$ cat src/rtl/seg7_pkg.sv
// Shared constants for the 7-segment display driver: decode table, off pattern, width helper.
// Latency: n/a (constants and a constant function only).
// Backpressure: n/a.
package seg7_pkg;

    // All segments unlit, active-high abcdefg (bit6 = a ... bit0 = g).
    localparam logic [6:0] SEG_OFF = 7'b0000000;

    // Hex digit patterns, active-high abcdefg, indexed by nibble value.
    localparam logic [6:0] SEG_TABLE [16] = '{
        7'b1111110,  // 0
        7'b0110000,  // 1
        7'b1101101,  // 2
        7'b1111001,  // 3
        7'b0110011,  // 4
        7'b1011011,  // 5
        7'b1011111,  // 6
        7'b1110000,  // 7
        7'b1111111,  // 8
        7'b1111011,  // 9
        7'b1110111,  // A
        7'b0011111,  // b
        7'b1001110,  // C
        7'b0111101,  // d
        7'b1001111,  // E
        7'b1000111   // F
    };

    // Bits needed to hold values 0..v-1 (at least 1).
    function automatic int seg7_clog2(input int v);
        int r;
        r = 1;
        for (int i = 1; i < 31; i++) begin
            if ((1 << i) < v) r = i + 1;
        end
        return r;
    endfunction

endpackage

$ cat src/rtl/hex_to_seg.sv
// Nibble to 7-segment pattern decoder (hex-capable), active-high abcdefg.
// Latency: combinational, zero cycles.
// Backpressure: none; pure function of the input nibble.
module hex_to_seg
    import seg7_pkg::*;
(
    input  logic [3:0] nib,
    output logic [6:0] pat
);

    assign pat = SEG_TABLE[nib];

endmodule

$ cat src/rtl/seg7_mux_driver.sv
// Time-multiplexed N-digit 7-segment driver with LZ blanking, ghost blanking and frame-synced updates.
// Latency: pins are registered one cycle after the scan position (idx,cnt); loads show from the next frame.
// Backpressure: none; loads are never refused, the last load before a frame wrap wins.
module seg7_mux_driver
    import seg7_pkg::*;
#(
    parameter int NUM_DIGITS     = 4,
    parameter int REFRESH_DIV    = 50000,
    parameter int BLANK_CYCLES   = 500,
    parameter bit SEG_ACTIVE_LOW = 1'b1,
    parameter bit AN_ACTIVE_LOW  = 1'b1
) (
    input  logic                                 clk,
    input  logic                                 rst,
    input  logic                                 enable,
    input  logic                                 load,
    input  logic [4*NUM_DIGITS-1:0]              value,
    input  logic [NUM_DIGITS-1:0]                dp_in,
    input  logic                                 blank_lz,
    output logic [6:0]                           seg,
    output logic                                 dp,
    output logic [NUM_DIGITS-1:0]                an,
    output logic [seg7_clog2(NUM_DIGITS)-1:0]    digit_idx,
    output logic                                 frame_done
);

    localparam int IW = seg7_clog2(NUM_DIGITS);
    localparam int CW = seg7_clog2(REFRESH_DIV);

    // XOR masks converting active-high internal levels to pin polarity.
    localparam logic [NUM_DIGITS-1:0] AN_INV  = AN_ACTIVE_LOW  ? '1 : '0;
    localparam logic [6:0]            SEG_INV = SEG_ACTIVE_LOW ? 7'h7F : 7'h00;
    localparam logic                  DP_INV  = SEG_ACTIVE_LOW;

    logic [CW-1:0]             cnt;
    logic [IW-1:0]             idx;
    logic [4*NUM_DIGITS-1:0]   shadow_val;
    logic [NUM_DIGITS-1:0]     shadow_dp;
    logic [4*NUM_DIGITS-1:0]   pend_val;
    logic [NUM_DIGITS-1:0]     pend_dp;
    logic                      pend_vld;

    logic                      tick;
    logic                      last_digit;
    logic                      wrap;
    logic                      in_blank;
    logic [3:0]                cur_nib;
    logic                      cur_dp;
    logic [6:0]                dec_pat;
    logic [IW-1:0]             hi_digit;
    logic                      lz_dark;
    logic [NUM_DIGITS-1:0]     sel;
    logic [NUM_DIGITS-1:0]     nxt_an;
    logic [6:0]                nxt_seg;
    logic                      nxt_dp;

    assign tick       = (cnt == CW'(REFRESH_DIV - 1));
    assign last_digit = (idx == IW'(NUM_DIGITS - 1));
    assign wrap       = enable && tick && last_digit;
    assign in_blank   = (cnt < CW'(BLANK_CYCLES));
    assign cur_nib    = shadow_val[{idx, 2'b00} +: 4];
    assign cur_dp     = shadow_dp[idx];
    assign sel        = NUM_DIGITS'(1) << idx;
    assign lz_dark    = blank_lz && (idx > hi_digit);

    hex_to_seg u_dec (
        .nib (cur_nib),
        .pat (dec_pat)
    );

    // Prescaler and digit pointer; disabling parks the scan at digit 0, count 0.
    always_ff @(posedge clk) begin
        if (rst) begin
            cnt <= '0;
            idx <= '0;
        end else if (!enable) begin
            cnt <= '0;
            idx <= '0;
        end else if (tick) begin
            cnt <= '0;
            idx <= last_digit ? '0 : idx + IW'(1);
        end else begin
            cnt <= cnt + CW'(1);
        end
    end

    // Shadow/pending capture: shadow only changes at a frame wrap while scanning, so a frame never tears.
    always_ff @(posedge clk) begin
        if (rst) begin
            shadow_val <= '0;
            shadow_dp  <= '0;
            pend_val   <= '0;
            pend_dp    <= '0;
            pend_vld   <= 1'b0;
        end else if (!enable) begin
            // Display is dark, nothing to tear: write straight through and drop any stale pending value.
            if (load) begin
                shadow_val <= value;
                shadow_dp  <= dp_in;
                pend_vld   <= 1'b0;
            end
        end else if (wrap) begin
            if (load) begin
                shadow_val <= value;
                shadow_dp  <= dp_in;
            end else if (pend_vld) begin
                shadow_val <= pend_val;
                shadow_dp  <= pend_dp;
            end
            pend_vld <= 1'b0;
        end else if (load) begin
            pend_val <= value;
            pend_dp  <= dp_in;
            pend_vld <= 1'b1;
        end
    end

    // Highest nonzero digit; digit 0 is the floor so it is never treated as a leading zero.
    always_comb begin
        hi_digit = '0;
        for (int d = 1; d < NUM_DIGITS; d++) begin
            if (shadow_val[4*d +: 4] != 4'h0) hi_digit = IW'(d);
        end
    end

    // Active-high pin levels for the current scan position.
    always_comb begin
        nxt_an  = '0;
        nxt_seg = SEG_OFF;
        nxt_dp  = 1'b0;
        if (enable && !in_blank) begin
            if (!lz_dark) begin
                nxt_an  = sel;
                nxt_seg = dec_pat;
                nxt_dp  = cur_dp;
            end else if (cur_dp) begin
                // A lit decimal point keeps a blanked leading digit powered with segments off.
                nxt_an = sel;
                nxt_dp = 1'b1;
            end
        end
    end

    // Output registers at pin polarity.
    always_ff @(posedge clk) begin
        if (rst) begin
            an         <= AN_INV;
            seg        <= SEG_OFF ^ SEG_INV;
            dp         <= DP_INV;
            digit_idx  <= '0;
            frame_done <= 1'b0;
        end else begin
            an         <= nxt_an ^ AN_INV;
            seg        <= nxt_seg ^ SEG_INV;
            dp         <= nxt_dp ^ DP_INV;
            digit_idx  <= enable ? idx : '0;
            frame_done <= wrap;
        end
    end

endmodule

$ cat config.mk
export PLATFORM = sky130hd
export DESIGN_NAME = seg7_mux_driver
export DESIGN_NICKNAME = d
export VERILOG_FILES = /design/src/rtl/seg7_pkg.sv /design/src/rtl/hex_to_seg.sv /design/src/rtl/seg7_mux_driver.sv
export SDC_FILE = /design/constraint.sdc
export NUM_CORES = 1
export LEC_CHECK = 0
export ABC_AREA = 1
export CORE_UTILIZATION = 35
export DETAILED_ROUTE_END_ITERATION = 8
export PLACE_DENSITY_LB_ADDON = 0.12
export SETUP_SLACK_MARGIN = 0.02
export SLEW_MARGIN = 30
export SYNTH_ARGS = -nofsm -noshare
export SYNTH_HDL_FRONTEND = slang
export SYNTH_SLANG_ARGS = --single-unit
$ cat constraint.sdc
create_clock -name clk -period 1.8 [get_ports clk]
set_input_delay 0.54 -clock clk [delete_from_list [all_inputs] [get_ports clk]]
set_output_delay 0.54 -clock clk [all_outputs]
set_load 0.005 [all_outputs]
==> metrics.txt <==
register bit total from synthesis=between 70 and 80; pre-CTS setup slack=-425 ps; hpwl dp=6070 um; HP Class=flop to flop; RSZ-0062 raised after global routing=true; Post-Syn Instances=roughly 570; Power Density=~770 nW/um^2; TritonCTS Sinks=74; R2R cell count=7; die area=11200 um^2; Crit Path Max Fanout=1; initial antenna violation count=0; Post-synth ARST share=0; Worst-Margin Slew=370 ps; multiplexer share of the synthesized area=0; Clock transition at path regs=about 80 ps; quantity of hold-fixing buffers added after cts=0; Synthesized Nets=607; DRT iter0 DRCs=150; DRC viols=0; Simple-Gate Fraction of Synth Area=0.343; Synth area leaders=dfxtp_1 39%, nand2_1 14%, nor2_1 9.5%, inv_1 6.9%, nand3_1 6.5%; Data required, critical path=about 1300 ps; Post-synth EDFFs=0; Unique masters post-synth=29; Placer Congestion=slightly above 0.8; Global Route Usage Sum=0.156; Final Setup Violations=0; Peak VDD IR=~0.35 mV; n_diodes=0; Worst setup EP type=output pin; Leak Pwr=about 2.2 nW; total gr overflow=0; Cell Chain, Critical Path=clkdlybuf4s50_1; worst hold endpoint=cnt[0]; fmax=around 600 MHz; fin crit period=roughly 1700 ps; startpoint types=flop; number of buffers created by CTS=9; CTS Buffer Depth=2; largest net degree at the start of global routing=37; sequential share of the synthesized area=0.391; Synth-to-Final Area Change=28.6%; cell family with most CP delay=buffers and inverters; MaxCap Viol Count=0; Vias/cell=around 4.5; Total Nets Final=around 670; top-area cell type share of the netlist area=0.391; Synth Area in XOR/XNOR=0.0116; chip height=approximately 110 um; hold path start=cnt[0]; drt total wl=about 8400 um; first-pass GRT wire length=roughly 14000 um; Post-Synth Adder-Cell Area=0.0429; reg2reg start=shadow_val[15]; Post-DRT Antenna Nets=0; WP data arrival=between 1000 and 1500 ps; skew final=~12 ps; share of layout cells above drive strength 1=0.120; CTS tree=done; Crit path depth=1; vias=3475; Core Footprint=~10000 um^2; status=finished, final reports clean; commonest cells in the netlist=145 x nand2_1, 96 x nor2_1, 74 x dfxtp_1; Post-Syn Area per Cell=6.66 um^2; Yosys top cell by area=dfxtp_1; clk root buf=clkbuf_8; Hold WS=454 ps; hold depth=1; H-tree depth=3; drt pass-1 iters=5; Final TNS setup=0 ps; Cells after DPL=approximately 750; cell with the most instances after synthesis=nand2_1; Setup WS post-layout=around 120 ps; ys flop type=dfxtp_1; Starting Density=0.364; Syn. warnings=0; Row Count=37; Compound-Gate Fraction of Synth Area=0.0974; die width=106 um; largest family of logic cells by synthesized area=simple AND/OR/NAND/NOR gates; I/O pin total=40; Crit Path Category=flop to output pin; crit share post-route=0.933; Non-Filler Instances=slightly below 800; Final Hold Vio Count=0; Routed WL per cell=between 10 and 15 um; register-to-register setup slack=between 100 and 150 ps; Cell Area, Synth=3790 um^2; vias in the first global route=approximately 3100; Clock Latency Late Sink=approximately 350 ps; Slew Viols, Final=0; Crit-path slowest cell=clkdlybuf4s50_1; Buf+Inv Stages, Crit Path=1; # port buffers=39; reg-to-reg endpoint=seg[4]; Critical path origin=seg[3]; slew margin rel.=0.751; Crit path largest cell delay=~490 ps
-- area by class of cell --
cell class / instances / area [um^2]
clock inverter: 6 / 88.8
multi-input combinational: 399 / 1980
sequential: 74 / 1490
fill: 1106 / 5540
inverter: 71 / 267
clock buffer: 10 / 138
timing repair buffer: 74 / 739
tap: 136 / 170
-- placed cells by master, fill, tap and decap left out, types with 4 or more instances in the layout --
cell type,instances
clkdlybuf4s50_1,38
buf_12,5
nand2_1,144
clkbuf_8,10
dfxtp_1,72
nor2_2,5
nand4_1,4
a21oi_1,30
inv_1,69
ha_1,10
nor2_1,94
nand3_1,49
o21ai_0,31
buf_4,28
-- repair_timing --
action	4_1_cts	5_1_grt
pin swaps	0	6
cloned	0	1
endpoints found under the setup margin	8	56
resized for setup	3	24
setup buffers	0	1
-- through the flow --
stage / util / instance area, um^2 / power [mW]
after floorplan: - / 3790 / 2.08
after global placement: 0.431 / 4490 / 2.26
after detailed placement: 0.431 / 4490 / 2.27
after CTS: 0.454 / 4730 / 3.77
after global routing: 0.468 / 4870 / 3.97
final: 0.468 / 4870 / 3.75
-- metal layers --
metal	global-route usage	wire length, um	part of all wire	vias up
met3	0.0245	275	0.033	10
met1	0.218	4450	0.53	1502
li1	-	-	-	1898
met5	0	0	0	-
met4	0.0595	112	0.013	0
met2	0.241	3570	0.42	65
-- cell families (layout without fill, tap and decap cells) --
kind of cell | Yosys count | after routing
buffers and inverters | 96 | 161
and+or+nand+nor | 311 | 311
adders and majority gates | 13 | 13
DFF | 74 | 74
xor gates and xnor gates | 5 | 5
AOI/OAI and AO/OA | 70 | 70
-- flip-flops by register name, summed over array words and instances, names as in the netlist, 2 cells and up --
signal      cells
seg             7
pend_val       16
digit_idx       2
an              4
idx             2
pend_dp         4
cnt            16
shadow_val     16
shadow_dp       4
-- power breakdown --
| group | switching [mW] | internal, mW | total, mW |
|---|---|---|---|
| sequential | 0.0365 | 1.70 | 1.74 |
| combinational | 0.289 | 0.251 | 0.541 |
| clock | 0.651 | 0.821 | 1.47 |
| total | 0.977 | 2.77 | 3.75 |
-- how the worst max path moves through the flow --
stage | to
after floorplan | seg[3]
after global routing | seg[4]
after detailed placement | seg[4]
final | seg[3]
after global placement | seg[4]
after CTS | an[1]
No activity file was read; power rests on OpenSTA's default activity.
